File: src/rtl/axis_result_streamer_pkg.sv
// Shared constants and types for the RES result streamer.
//   DATA_WIDTH : RES entry width
//   AXIS_WIDTH : stream data width (>= DATA_WIDTH)
//   DEPTH_BITS : RES address width
//   NUM_WORDS  : words per frame (2 .. 2**DEPTH_BITS)
package axis_res_pkg;

    localparam int unsigned DATA_WIDTH = 8;
    localparam int unsigned AXIS_WIDTH = 32;
    localparam int unsigned DEPTH_BITS = 6;
    localparam int unsigned NUM_WORDS  = 64;

    // Zero padding prepended to each RES entry on the stream.
    localparam int unsigned ZEXT_WIDTH = AXIS_WIDTH - DATA_WIDTH;

    // Read counter needs one extra bit to hold NUM_WORDS (the "all issued" value).
    localparam int unsigned RD_CNT_W = DEPTH_BITS + 1;

    typedef enum logic [1:0] {
        IDLE   = 2'd0,
        STREAM = 2'd1,
        DONE   = 2'd2
    } state_e;

    // One buffered stream word before zero extension.
    typedef struct packed {
        logic                  last;
        logic [DATA_WIDTH-1:0] data;
    } res_entry_t;

endpackage

File: src/rtl/axis_result_streamer_if.sv
// AXI4-Stream bundle for the result streamer.
//   TVALID/TDATA/TLAST : master -> slave
//   TREADY             : slave -> master
interface axis_result_streamer_if;
    import axis_res_pkg::*;

    logic                  TVALID;
    logic [AXIS_WIDTH-1:0] TDATA;
    logic                  TLAST;
    logic                  TREADY;

    modport master (output TVALID, output TDATA, output TLAST, input TREADY);
    modport slave  (input TVALID, input TDATA, input TLAST, output TREADY);

endinterface

File: src/rtl/axis_result_streamer_res_skid_fifo.sv
// Two-entry FIFO of {last, data} buffering RES reads ahead of the stream.
//   ACLK, ARESET : clock, async active-high reset (clears to empty)
//   push, push_entry : write one entry
//   pop          : remove head (caller guarantees not empty)
//   empty, count, head : status and head entry
module res_skid_fifo
    import axis_res_pkg::*;
(
    input  logic       ACLK,
    input  logic       ARESET,
    input  logic       push,
    input  res_entry_t push_entry,
    input  logic       pop,
    output logic       empty,
    output logic [1:0] count,
    output res_entry_t head
);

    res_entry_t mem [2];
    logic       wr_ptr;
    logic       rd_ptr;

    // Storage clears too, so the stream data bus reads zero out of reset.
    always_ff @(posedge ACLK or posedge ARESET) begin
        if (ARESET) begin
            mem[0] <= '0;
            mem[1] <= '0;
            wr_ptr <= 1'b0;
            rd_ptr <= 1'b0;
            count  <= 2'd0;
        end else begin
            if (push) begin
                mem[wr_ptr] <= push_entry;
                wr_ptr      <= ~wr_ptr;
            end
            if (pop) begin
                rd_ptr <= ~rd_ptr;
            end
            count <= count + 2'(push) - 2'(pop);
        end
    end

    assign empty = (count == 2'd0);
    assign head  = mem[rd_ptr];

endmodule

File: src/rtl/axis_result_streamer.sv
// Streams the RES memory out as one AXI4-Stream frame per start pulse.
//   ACLK, ARESET         : clock, async active-high reset
//   start                : request one frame (ignored while busy)
//   busy, done           : frame in progress / one-cycle completion pulse
//   ram_ren, ram_raddr   : RES read port (1-cycle latency)
//   ram_rdata            : RES read data
//   m_axis               : stream master (TDATA zero-extended, TLAST on final word)
module axis_result_streamer
    import axis_res_pkg::*;
(
    input  logic                  ACLK,
    input  logic                  ARESET,
    input  logic                  start,
    output logic                  busy,
    output logic                  done,
    output logic                  ram_ren,
    output logic [DEPTH_BITS-1:0] ram_raddr,
    input  logic [DATA_WIDTH-1:0] ram_rdata,
    axis_result_streamer_if.master m_axis
);

    state_e                state;
    state_e                state_next;
    logic [RD_CNT_W-1:0]   rd_addr;
    logic                  rd_pending;
    logic                  rd_pending_last;
    logic                  issue;
    logic                  pop;
    logic [2:0]            cnt;
    logic                  fifo_empty;
    logic [1:0]            fifo_count;
    res_entry_t            fifo_head;
    res_entry_t            push_entry;

    assign pop = !fifo_empty && m_axis.TREADY;

    // Words already buffered plus the read still in flight.
    assign cnt = 3'(fifo_count) + 3'(rd_pending);

    // Next-state, read issue and status decode.
    always_comb begin
        state_next = state;
        busy       = 1'b0;
        done       = 1'b0;
        issue      = 1'b0;
        case (state)
            IDLE: begin
                if (start) begin
                    state_next = STREAM;
                end
            end
            STREAM: begin
                busy = 1'b1;
                // A pop this cycle frees the slot the new read will land in.
                if ((rd_addr < RD_CNT_W'(NUM_WORDS)) &&
                    ((cnt < 3'd2) || ((cnt == 3'd2) && pop))) begin
                    issue = 1'b1;
                end
                if (pop && fifo_head.last) begin
                    state_next = DONE;
                end
            end
            DONE: begin
                busy       = 1'b1;
                done       = 1'b1;
                state_next = IDLE;
            end
            default: begin
                state_next = IDLE;
            end
        endcase
    end

    // State, read counter and in-flight read tracking.
    always_ff @(posedge ACLK or posedge ARESET) begin
        if (ARESET) begin
            state           <= IDLE;
            rd_addr         <= '0;
            rd_pending      <= 1'b0;
            rd_pending_last <= 1'b0;
        end else begin
            state           <= state_next;
            rd_pending      <= issue;
            rd_pending_last <= issue && (rd_addr == RD_CNT_W'(NUM_WORDS - 1));
            if (state == DONE) begin
                rd_addr <= '0;
            end else if (issue) begin
                rd_addr <= rd_addr + RD_CNT_W'(1);
            end
        end
    end

    assign ram_ren   = issue;
    assign ram_raddr = DEPTH_BITS'(rd_addr);

    assign push_entry.last = rd_pending_last;
    assign push_entry.data = ram_rdata;

    res_skid_fifo u_fifo (
        .ACLK       (ACLK),
        .ARESET     (ARESET),
        .push       (rd_pending),
        .push_entry (push_entry),
        .pop        (pop),
        .empty      (fifo_empty),
        .count      (fifo_count),
        .head       (fifo_head)
    );

    assign m_axis.TVALID = !fifo_empty;
    assign m_axis.TDATA  = {{ZEXT_WIDTH{1'b0}}, fifo_head.data};
    assign m_axis.TLAST  = fifo_head.last;

endmodule
File: src/flat_wrapper.sv
// flat-port wrapper written by rule: the top's interface ports become plain ports
module axis_result_streamer_flat import axis_res_pkg::*;
  (ACLK, ARESET, start, busy, done, ram_ren, ram_raddr, ram_rdata, m_axis_TVALID, m_axis_TDATA, m_axis_TLAST, m_axis_TREADY);
  axis_result_streamer_if m_axis_i ();
  input  logic ACLK;
  input  logic ARESET;
  input  logic start;
  output logic busy;
  output logic done;
  output logic ram_ren;
  output logic [DEPTH_BITS-1:0] ram_raddr;
  input  logic [DATA_WIDTH-1:0] ram_rdata;
  output wire logic [$bits(m_axis_i.TVALID)-1:0] m_axis_TVALID;
  output wire logic [$bits(m_axis_i.TDATA)-1:0] m_axis_TDATA;
  output wire logic [$bits(m_axis_i.TLAST)-1:0] m_axis_TLAST;
  input wire logic [$bits(m_axis_i.TREADY)-1:0] m_axis_TREADY;
  assign m_axis_TVALID = m_axis_i.TVALID;
  assign m_axis_TDATA = m_axis_i.TDATA;
  assign m_axis_TLAST = m_axis_i.TLAST;
  assign m_axis_i.TREADY = m_axis_TREADY;
  axis_result_streamer u_core (.ACLK(ACLK), .ARESET(ARESET), .start(start), .busy(busy), .done(done), .ram_ren(ram_ren), .ram_raddr(ram_raddr), .ram_rdata(ram_rdata), .m_axis(m_axis_i));
endmodule
File: config.mk
export PLATFORM = sky130hd
export DESIGN_NAME = axis_result_streamer_flat
export DESIGN_NICKNAME = d
export VERILOG_FILES = /design/src/rtl/axis_result_streamer_pkg.sv /design/src/rtl/axis_result_streamer_if.sv /design/src/rtl/axis_result_streamer_res_skid_fifo.sv /design/src/rtl/axis_result_streamer.sv /design/src/flat_wrapper.sv
export SDC_FILE = /design/constraint.sdc
export NUM_CORES = 1
export LEC_CHECK = 0
export CAP_MARGIN = 20
export CORE_ASPECT_RATIO = 1.1
export CORE_UTILIZATION = 35
export DETAILED_ROUTE_END_ITERATION = 10
export GPL_ROUTABILITY_DRIVEN = 1
export GPL_TIMING_DRIVEN = 0
export PLACE_DENSITY_LB_ADDON = 0.2
export SLEW_MARGIN = 5
export SYNTH_ARGS = -nofsm -noshare
export SYNTH_HDL_FRONTEND = slang
export SYNTH_SLANG_ARGS = --single-unit
export TNS_END_PERCENT = 30
File: constraint.sdc
create_clock -name ACLK -period 3.4 [get_ports ACLK]
set_clock_uncertainty 0.05 [all_clocks]
set_input_delay 0.51 -clock ACLK [delete_from_list [all_inputs] [get_ports ACLK]]
set_output_delay 0.51 -clock ACLK [all_outputs]
set_load 0.05 [all_outputs]
Yosys cells after proc, flatten, opt, wreduce, memory -nomap -nowiden

Cells that the tools add are included.

Bits in registers: 33
Output and inout bits: 43
Word-level logic and storage cells: 58

Add/subtract/negate cells: 4
Order comparisons: 5
Equal/unequal tests: 6
Muxes and demuxes: 15
Bitwise gates (word level): 4
Reduce and logical (&&, ||, !) cells: 13

Operators by type and width:

| kind                | number |
|---|---|
| $mux 9              | 4 |
| $bwmux 18           | 1 |
| $mux 7              | 2 |
| $demux 9 s1         | 1 |
| $add 7x1->7 const B | 1 |
| $eq 7x6->1 const B  | 1 |
| $lt 7x7->1 const B  | 1 |
| $logic_and 1x1->1   | 6 |
| $ge 2x2->1 const B  | 2 |
| $logic_not 2->1     | 2 |
| $mux 1              | 4 |
| $mux 2              | 2 |
| $not 1->2           | 2 |
| $pmux 2 s2          | 1 |
| $add 2x1->3         | 1 |
| $eq 3x2->1 const B  | 1 |
| $lt 3x2->1 const B  | 1 |
| $add 2x1->2         | 1 |
| $eq 2x1->1 const B  | 1 |
| $eq 2x2->1 const B  | 1 |
| $lt 2x1->1 const B  | 1 |
| $ne 2x1->1 const B  | 1 |
| $ne 2x2->1 const B  | 1 |
| $not 1->1           | 2 |
| 6 further kinds     | 6 |

Logic depth before layout (Yosys ltp)

Depth after elaboration: 10
Mapped depth: 9

Cells and area by module

A second synthesis with hierarchy kept.

Cells, all modules: 156
Area total of the unflattened synthesis: 1886.8 um^2

Modules (own cells, without submodules):

| module               | instances | cells each | area each (um^2) |
|---|---|---|---|
| res_skid_fifo        | 1         | 63         | 994.7 |
| axis_result_streamer | 1         | 93         | 892.1 |

Least setup slack after synthesis

OpenSTA, ideal clock, no wires.

Path kind: register to output
Start: register u_core.u_fifo.count[0]
End: output port ram_ren
Arrival: 1.519 ns
Setup slack: 1.321 ns
Stages on the path, launching flop included: 8
Path buffers: 1
Path through: dfrtp_1 ha_1 inv_1 ha_1 and4bb_1 a31oi_1 buf_6 inv_2

Longest elaborated chain between the ends: 8
Elaborated cells between the ends (all ways): 11

RTL lines:

| what                                                | line                                     | RTL |
|---|---|---|
| start: declaration                                  | axis_result_streamer_res_skid_fifo.sv:15 | `output logic [1:0] count,` |
| start signal: assignment                            | axis_result_streamer_res_skid_fifo.sv:39 | `count <= count + 2'(push) - 2'(pop);` |
| branches (longest 4 deep; another with $add 2x1->3) | n/a                                      |  |
| $logic_or 1x1->1 (*)                                | axis_result_streamer.sv:56               | `((cnt < 3'd2) \|\| ((cnt == 3'd2) && pop))) begin` |
| $logic_and 1x1->1 (*)                               | axis_result_streamer.sv:55               | `if ((rd_addr < RD_CNT_W'(NUM_WORDS)) &&` |
| $mux 1 (*)                                          | axis_result_streamer.sv:55               |  |
| $mux 1 (*)                                          | axis_result_streamer.sv:46               | `case (state)` |
| end: declaration                                    | flat_wrapper.sv:10                       | `output logic ram_ren;` |

Mark *: on every way between the ends.

Worst setup path in the final report

Start: register u_core.rd_pending
End: output port ram_ren

Longest elaborated chain between the ends: 7
Elaborated cells between the ends (all ways): 8

RTL lines:

| what                                               | line                       | RTL |
|---|---|---|
| start: declaration                                 | axis_result_streamer.sv:25 | `logic rd_pending;` |
| start signal: assignment                           | axis_result_streamer.sv:83 | `rd_pending <= issue;` |
| $add 2x1->3 (*)                                    | axis_result_streamer.sv:38 | `assign cnt = 3'(fifo_count) + 3'(rd_pending);` |
| branches (longest 2 deep; another with $lt 3x2->1) | n/a                        |  |
| $logic_or 1x1->1 (*)                               | axis_result_streamer.sv:56 |  |
| $logic_and 1x1->1 (*)                              | axis_result_streamer.sv:55 |  |
| $mux 1 (*)                                         | axis_result_streamer.sv:55 |  |
| $mux 1 (*)                                         | axis_result_streamer.sv:46 |  |

Marked as above.

==> flow_summary.json <==
{
  "syn_inst": 159,
  "seq_area_frac_synth_pct": 45.64,
  "peakVddDrop_v": 0.0001666,
  "max-clock-path-buffers": 2,
  "first_pass_iters": 7,
  "wire_per_inst_um": 11.26,
  "cts_tree": "yes",
  "via_count": 1225,
  "synth_top_area_share_pct": 45.64,
  "holdBufCountCts": 0,
  "yosysTopAreaCell": "dfrtp_1",
  "clkPwrFrac_pct": 26.8,
  "grt_pass1_wl_mm": 5.361,
  "slew_viol_final": 0,
  "cp.required_ps": 2840,
  "utilization_pct": 47.95,
  "tightest_slew_ps": 669.2,
  "min_path_type": "reg -> reg",
  "final_hold_viol_count": 0,
  "fmax_mhz": 316.5,
  "yosysMostFrequentCell": "dfrtp_1",
  "die_w_um": 70.55,
  "setup_viol": 0,
  "status": "finished, violations left",
  "worstSetupEndpointType": "primary output",
  "violations": "DRC",
  "synth_area_leaders": "dfrtp_1, mux2_2, buf_4",
  "crit_path_cell_trace": "ha_1 -> inv_1 -> ha_1 -> and4bb_1 -> a31oi_1 -> buf_6 -> inv_2 -> clkdlybuf4s50_1",
  "cts_setup_buffers": 0,
  "power.net_switching_uw": 416.6,
  "cts_sinks": 33,
  "synth.distinct_cells": 31,
  "timing.final.crit_share_pct": 92.92,
  "finalCriticalPeriod_ps": 3159,
  "grt_max_degree": 20,
  "seqPwrFrac_pct": 36.8,
  "max_stage_delay_ps": 690,
  "die-height_um": 77.41,
  "rsz0062_at_grt": "no",
  "cts_root_buf": "clkbuf_8",
  "clock_latency_ps": 280,
  "grt_pass1_vias": 1177,
  "drive_above_1_share_pct": 32.13,
  "htree_levels": 2,
  "ys_ff_latch": 33,
  "relSlewSlack_pct": 55.34,
  "cap_violations": 0,
  "dpl.hpwl_mm": 2.339,
  "row_count": 27,
  "globalplace.congestion": 0.6787,
  "dieArea_um2": 5461,
  "ant_nets": 0,
  "synth_edf_count": 0,
  "critPathKind": "reg -> out",
  "synth_top_flop_cell": "dfrtp_1",
  "fillCellCount": 512,
  "cts.repair.resized": 0,
  "drcViolationCount": 6,
  "yosysWarningCount": 0,
  "grt_usage_pct": 12.49,
  "antenna_found_initial": 0,
  "num_io_pins": 55,
  "fin_nets": 241,
  "total_power_mw": 1.182,
  "syn_to_final_growth_pct": 32.50,
  "avgSynthCellArea_um2": 11.38,
  "swShare_pct": 35.24,
  "drt-total-wl_mm": 3.142,
  "synth.cell_area_um2": 1809,
  "crit_path_start_kind": "flip-flop",
  "ys_async_sr_fraction_pct": 100.0,
  "final.setup.tns_ps": 0,
  "crit_path_frequent_cell": "ha_1",
  "critPathSlowestCell": "clkdlybuf4s50_1",
  "combPwrFrac_pct": 36.3,
  "antenna-diode-count": 0,
  "synth_top_cells_by_count": "dfrtp_1, buf_4, mux2_2",
  "portBuffers": 30,
  "start_util_pct": 36.19,
  "cts_buffers": 5,
  "coreArea_um2": 5000,
  "p_leak_nw": 1.206,
  "internal-power_uw": 765.5,
  "crit_fanout": 10,
  "via_per_inst": 4.391,
  "cellPowerDensity_nw_per_um2": 493.1,
  "cts.reportedPaths.clkPinSlew_ps": 60,
  "drt-initial-drc-count": 58,
  "overflow": 0,
  "worstPathArrival_ps": 2600
}
sequential cells by signal, indices dropped and copies added (netlist names):
name,flops
u_core.u_fifo.mem,18
u_core.rd_addr,7
u_core.state,2
u_core.u_fifo.count,2
u_core.rd_pending,1
u_core.rd_pending_last,1
u_core.u_fifo.rd_ptr,1
u_core.u_fifo.wr_ptr,1
critical path: cells and delay by family (launching register included):
| family | cells | cell delay (ps) |
|---|---|---|
| buffers and inverters | 4 | 1000 |
| flip-flops | 1 | 420 |
| AND/OR/NAND/NOR | 1 | 200 |
| adder cells (fa/ha/maj) | 2 | 420 |
| AO/OA/AOI/OAI | 1 | 280 |
stage by stage:
step / hold WS (ps) / setup slack [ps] / instance area (um2) / std cells
2_1_floorplan: 423.7 / 1321 / 1896 / 182
3_3_place_gp: 433.2 / 511.6 / 2268 / 270
3_5_place_dp: 441.6 / 510.5 / 2296 / 271
4_1_cts: 457.0 / 182.4 / 2397 / 279
5_1_grt: 469.4 / 94.70 / 2397 / 279
6_report: 452.6 / 240.8 / 2397 / 279
metal layers:
metal | track usage [%] | vias to the layer above | part of all wire, %
met2 | 21.17 | 29 | 51
met3 | 4.026 | 6 | 5.2
met4 | 3.000 | 0 | 0.89
met5 | 0 | - | 0
li1 | - | 598 | -
met1 | 15.46 | 592 | 43
layout by cell type, fill, tap and decap left out, types with 3 or more instances in the layout:
| cell | count |
|---|---|
| mux2_2 | 27 |
| ha_1 | 9 |
| o21ai_0 | 3 |
| clkdlybuf4s50_1 | 30 |
| buf_4 | 30 |
| inv_1 | 10 |
| conb_1 | 24 |
| nor2_1 | 3 |
| a21oi_1 | 5 |
| dfrtp_1 | 33 |
| clkbuf_8 | 7 |
| xnor2_1 | 3 |
| nand3_1 | 4 |
| nand2_1 | 4 |
power groups by stage:
stage | Clock (mW) | Sequential [mW] | Combinational, mW
2_1_floorplan | 0 | 0.439 | 0.332
3_3_place_gp | 0 | 0.443 | 0.427
3_5_place_dp | 0 | 0.443 | 0.434
4_1_cts | 0.334 | 0.436 | 0.436
5_1_grt | 0.345 | 0.440 | 0.457
6_report | 0.317 | 0.436 | 0.429
path summary, 6_finish.rpt:
kind / start / endpoint / slack, ps / depth (start not counted)
max in group asynchronous: ARESET / u_core.u_fifo.mem[15] / 2200 / 3
min: u_core.u_fifo.mem[2] / u_core.u_fifo.mem[2] / 450 / 1
min in group asynchronous: ARESET / u_core.rd_addr[4] / 580 / 2
max: u_core.rd_pending / ram_ren / 240 / 8
min reg2reg: u_core.u_fifo.mem[2] / u_core.u_fifo.mem[2] / 450 / 1
max reg2reg: u_core.rd_pending / u_core.rd_addr[4] / 1390 / 8
final cells by class:
cell class	count	area, um2	area share [%]
inverters	11	41.29	1.722
flip-flops and latches	33	825.8	34.45
clock inverters	1	5.005	0.2088
plain buffers	33	245.2	10.23
clock buffers	7	96.34	4.019
repair buffers	31	327.8	13.67
well taps	58	72.57	3.027
multi-input cells	105	783.3	32.67
kinds of logic (layout without fill, tap and decap cells):
kind of cell             after synthesis  count (layout)  share of synthesized area [%]
buffers and inverters                 44              83                          15.84
flip-flops                            33              33                          45.64
multiplexers                          27              27                          16.80
AND/OR/NAND/NOR                       25              25                          8.091
AO/OA/AOI/OAI                         15              15                          4.771
adder cells (fa/ha/maj)                9               9                          6.224
XOR/XNOR                               5               5                          2.421
other                                  1              24                         0.2073
Power figures use the tool's default switching activity.
